File: config.mk
export PLATFORM = sky130hd
export DESIGN_NAME = serial_sub
export DESIGN_NICKNAME = d
export VERILOG_FILES = /design/src/rtl/serial_sub.sv
export SDC_FILE = /design/constraint.sdc
export NUM_CORES = 1
export LEC_CHECK = 0
export BUFFER_PORTS_ARGS = -buffer_cell sky130_fd_sc_hd__buf_2
export CORE_MARGIN = 2
export CORE_UTILIZATION = 57
export CTS_CLUSTER_DIAMETER = 40
export CTS_CLUSTER_SIZE = 25
export DETAILED_ROUTE_END_ITERATION = 16
export PLACE_DENSITY = 0.81
export SLEW_MARGIN = 10
export SYNTH_ARGS = -nofsm -noshare
export SYNTH_HDL_FRONTEND = slang
export SYNTH_SLANG_ARGS = --single-unit
File: constraint.sdc
create_clock -name clk -period 4.8 [get_ports clk]
set_clock_uncertainty 0.1 [all_clocks]
set_input_delay 0.24 -clock clk [delete_from_list [all_inputs] [get_ports clk]]
set_output_delay 0.24 -clock clk [all_outputs]
set_load 0.02 [all_outputs]
File: src/rtl/serial_sub.sv
// serial_sub: bit-serial a - b, LSB first, one full-subtractor cell.
// start/done handshake; result and flags are registered on completion
// and hold until the next completion or reset.
module serial_sub #(
  parameter int WIDTH = 4
) (
  input  logic             clk,
  input  logic             rst,
  input  logic             start,
  input  logic [WIDTH-1:0] a,
  input  logic [WIDTH-1:0] b,
  output logic             busy,
  output logic             done,
  output logic [WIDTH-1:0] result,
  output logic             borrow,
  output logic             overflow,
  output logic             zero
);

  localparam int CW = $clog2(WIDTH);

  typedef enum logic [1:0] {IDLE, RUN, DONE} state_t;

  state_t           state, state_nx;
  logic [CW-1:0]    cnt;
  logic [WIDTH-1:0] sa, sb;     // operand shift registers, bit i sits at [0]
  logic [WIDTH-2:0] rsr;        // difference bits gathered so far
  logic             br;         // running borrow
  logic             d, br_nx, last;
  logic [WIDTH-1:0] full;       // complete difference on the final bit edge

  // Single full-subtractor cell plus the assembled result view
  always_comb begin
    d     = sa[0] ^ sb[0] ^ br;
    br_nx = (~sa[0] & sb[0]) | (~(sa[0] ^ sb[0]) & br);
    last  = (state == RUN) && (cnt == CW'(WIDTH-1));
    full  = {d, rsr};
  end

  // State register
  always_ff @(posedge clk or posedge rst) begin
    if (rst) state <= IDLE;
    else     state <= state_nx;
  end

  // Next-state logic; DONE always falls back to IDLE after one cycle
  always_comb begin
    state_nx = state;
    case (state)
      IDLE:    if (start) state_nx = RUN;
      RUN:     if (last)  state_nx = DONE;
      DONE:    state_nx = IDLE;
      default: state_nx = IDLE;
    endcase
  end

  // Datapath: operand capture, bit-serial shifting, completion registers
  always_ff @(posedge clk or posedge rst) begin
    if (rst) begin
      sa       <= '0;
      sb       <= '0;
      rsr      <= '0;
      br       <= 1'b0;
      cnt      <= '0;
      busy     <= 1'b0;
      done     <= 1'b0;
      result   <= '0;
      borrow   <= 1'b0;
      overflow <= 1'b0;
      zero     <= 1'b0;
    end else begin
      done <= 1'b0;
      case (state)
        IDLE: if (start) begin
          sa   <= a;
          sb   <= b;
          br   <= 1'b0;
          cnt  <= '0;
          busy <= 1'b1;
        end
        RUN: begin
          sa  <= sa >> 1;
          sb  <= sb >> 1;
          br  <= br_nx;
          rsr <= full[WIDTH-1:1];
          cnt <= cnt + CW'(1);
          if (last) begin
            // sa[0]/sb[0] hold the operand MSBs on the final bit
            busy     <= 1'b0;
            done     <= 1'b1;
            result   <= full;
            borrow   <= br_nx;
            overflow <= (sa[0] ^ sb[0]) & (d ^ sa[0]);
            zero     <= ~|full;
          end
        end
        default: ;
      endcase
    end
  end

endmodule

==> impl_results.md <==
- Maximum VDD drop: between 0.3 and 0.4 mV
- Post-CTS resize count: 0
- Setup Fix Bufs, Post-CTS: 0
- Setup TNS: 0 ns
- Nets@finish: around 140
- Detailed-route wire length: approximately 2000 µm
- Initial antenna violation count: 0
- WP data required: 4.92 ns
- Register-to-register setup slack: roughly 3 ns
- Sequential-to-total area share from yosys stat: 0.555
- Power per Cell Area: ~670 nW/µm²
- HP Class: in2async
- Post-DP HPWL: about 1400 µm
- Area growth syn-to-layout: 11.3%
- Chip width: about 48 µm
- Setup-failing EPs final: 0
- Core area: slightly below 2000 µm²
- CTS Buffer Depth: 2
- CTS Buf Count: 3
- Die Y-Extent: between 40 and 50 µm
- Worst Reg-to-Reg Cells: 2
- CP Capture Type: flop
- Min Tclk post-route: around 1.8 ns
- Hold buffers post-CTS: 0
- Slew Viols, Final: 0
- Tcrit/Tclk final: 0.378
- Post-detailed-route count of antenna-violating nets: 0
- Vias: roughly 800
- Synth Register Bits: 25
- Drt first-iter violations: 5
- Dpl cells: 143
- Wire length per cell: approximately 13 µm
- Critical Path End: result[2]$_DFFE_PP0P_
- Syn Area/Cell: roughly 11 µm²
- Initial Utilization: 0.587
- Pre-CTS setup slack: roughly 3.0 ns
- RSZ-0062 raised after global routing: no
- Fmax achieved: between 500 and 600 MHz
- Hold Fails Final Rpt: 3
- Number of I/O pins: 20
- First-pass GRT wire length: 3340 µm
- Violated checks: hold timing
- Status: finished with violations
- Hold Slack: -0.000565 ns
- Clk pin slew, worst setup/hold paths: 0.14 ns
- Worst-skew pair later-pin latency: 0.32 ns
- Fillers: ~180
- Share of layout cells above drive strength 1: 0.250
- DR vias/cell: around 5.3
- Clock root buffer: clkbuf_4
- Slew headroom: 0.393
- Crit start category: flop
- Number of global-route vias before repair: 767
- Max-Cap Viols: 0
- Clock sinks: 25
- Synthesized net count: 115
- YS warnings: 0
- Remaining Overflow, GRT: 0
- Reg2reg start: state[0]$_DFFE_PP0P_
- Setup CP Type: reg2reg
- Ant. Diodes: 0
- P_leak: 0.630 nW
- Largest net degree at the start of global routing: 26
- Die area: 2350 µm²
- H-tree levels: 1
- Setup ws final: between 2 and 3 ns
- R2r endpoint: result[2]$_DFFE_PP0P_
- Total GRT Usage: 0.181
- Drc violations: 0
- Non-Filler Instances: between 100 and 150
- Post-synthesis instance total: around 100
- Port Buffer Count: 19
- Synth cell types: 29
- CP Max Fanout: 20
- CTS tree: done
- Drt first pass iters: 2
- Synth Cell Area: roughly 1100 µm²
- Site Rows: 16
- Critical Path Start: state[0]$_DFFE_PP0P_
- Least-Margin Pin Slew: ~0.9 ns
- Critical Path AT: 1.93 ns
- Routability cong.: a little over 0.7
-- layer usage --
layer	global-route usage	routed length (µm)	vias to the layer above
met5	0	0	-
met3	0.0278	67	2
met4	0.0571	12	0
li1	-	-	383
met1	0.220	897	375
met2	0.329	968	17
-- cell usage in the layout (no fill, tap or decap), drive strengths merged --
master  count
a21oi       6
a22o        2
buf        19
clkbuf      3
clkinv      1
dfrtp      25
fa          1
ha          2
inv         8
mux2        4
mux2i       1
nand2      13
nand2b      2
nand3b      1
nor2        4
nor2b       2
nor3b       3
o21ai      11
o21bai      1
o22a        3
o31ai       1
o32ai       2
or2b        2
or4b        2
xnor2       1
-- area by class of cell --
class                   count  area [µm²]  share of cell area
inverters                   8        30.0              0.0239
multi-input cells          64         443               0.353
repair buffers             19        95.1              0.0758
clock buffers               3        22.5              0.0179
well taps                  27        33.8              0.0269
clock inverters             1        5.00             0.00399
flip-flops and latches     25         626               0.499
-- state kept, by name (all words and copies together) (netlist names) --
name	flops
borrow	1
br	1
busy	1
cnt	2
done	1
overflow	1
result	4
rsr	3
sa	4
sb	4
state	2
zero	1
-- power breakdown --
| group | internal, mW | leakage (nW) | total (mW) | switching [mW] |
|---|---|---|---|---|
| Sequential | 0.307 | 0.309 | 0.392 | 0.0851 |
| Clock | 0.0311 | 0.0177 | 0.0924 | 0.0612 |
| Combinational | 0.168 | 0.303 | 0.362 | 0.193 |
| Total | 0.506 | 0.630 | 0.846 | 0.340 |
-- cells in the mapped netlist --
cell      number  area share
mux2_2         2       0.020
nor2_1         4       0.013
nand2b_1       2       0.011
o21ai_2        1      0.0078
a22o_1         2       0.016
buf_6          1       0.010
o22a_1         3       0.023
xnor2_1        1      0.0078
fa_1           1       0.018
dfrtp_1       25        0.55
buf_4          1      0.0067
a21oi_1        5       0.022
nand2_1       13       0.043
or4b_4         1       0.012
o21bai_1       1      0.0067
inv_1          8       0.027
ha_1           2       0.022
nor3b_1        3       0.020
mux2_4         2       0.027
nand3b_1       1      0.0067
or4b_1         1      0.0089
a21oi_2        1      0.0078
buf_2          2      0.0089
o21ai_0       10       0.044
o32ai_1        2       0.016
o31ai_1        1      0.0067
or2b_1         2       0.013
mux2i_1        1      0.0089
nor2b_1        2       0.011
-- logic make-up (layout without fill, tap and decap cells) --
group,count (synthesis),after routing,synth area share
AND/OR/NAND/NOR,29,29,0.140
multiplexers,5,5,0.0555
buffers and inverters,12,31,0.0522
adder cells (fa/ha/maj),3,3,0.0400
flip-flops,25,25,0.555
XOR/XNOR,1,1,0.00777
AO/OA/AOI/OAI,26,26,0.150
-- critical path, cell delays in order (launching register included) --
cell	delay, ns
dfrtp_1	0.72
nand3b_1	0.46
mux2_4	0.43
-- metrics by stage --
step,power (mW),util,instance area (µm²),hold WS [ns]
finish,0.846,0.653,1250,-0.000565
global route,0.915,0.653,1250,0.0406
CTS,0.852,0.653,1250,0.0429
detailed placement,0.763,0.639,1230,0.388
global placement,0.740,0.639,1230,0.361
floorplan,0.670,-,1130,0.167
-- worst min-delay path by stage --
| stage | start | end | depth (start not counted) |
|---|---|---|---|
| after CTS | rst | result[0]$_DFFE_PP0P_ | 2 |
| final | rst | rsr[2]$_DFFE_PP0P_ | 2 |
| after floorplan | rst | borrow$_DFFE_PP0P_ | 1 |
| after detailed placement | zero$_DFFE_PP0P_ | zero$_DFFE_PP0P_ | 2 |
| after global routing | b[3] | sb[3]$_DFFE_PP0P_ | 3 |
| after global placement | zero$_DFFE_PP0P_ | zero$_DFFE_PP0P_ | 2 |
Power figures use the tool's default switching activity.
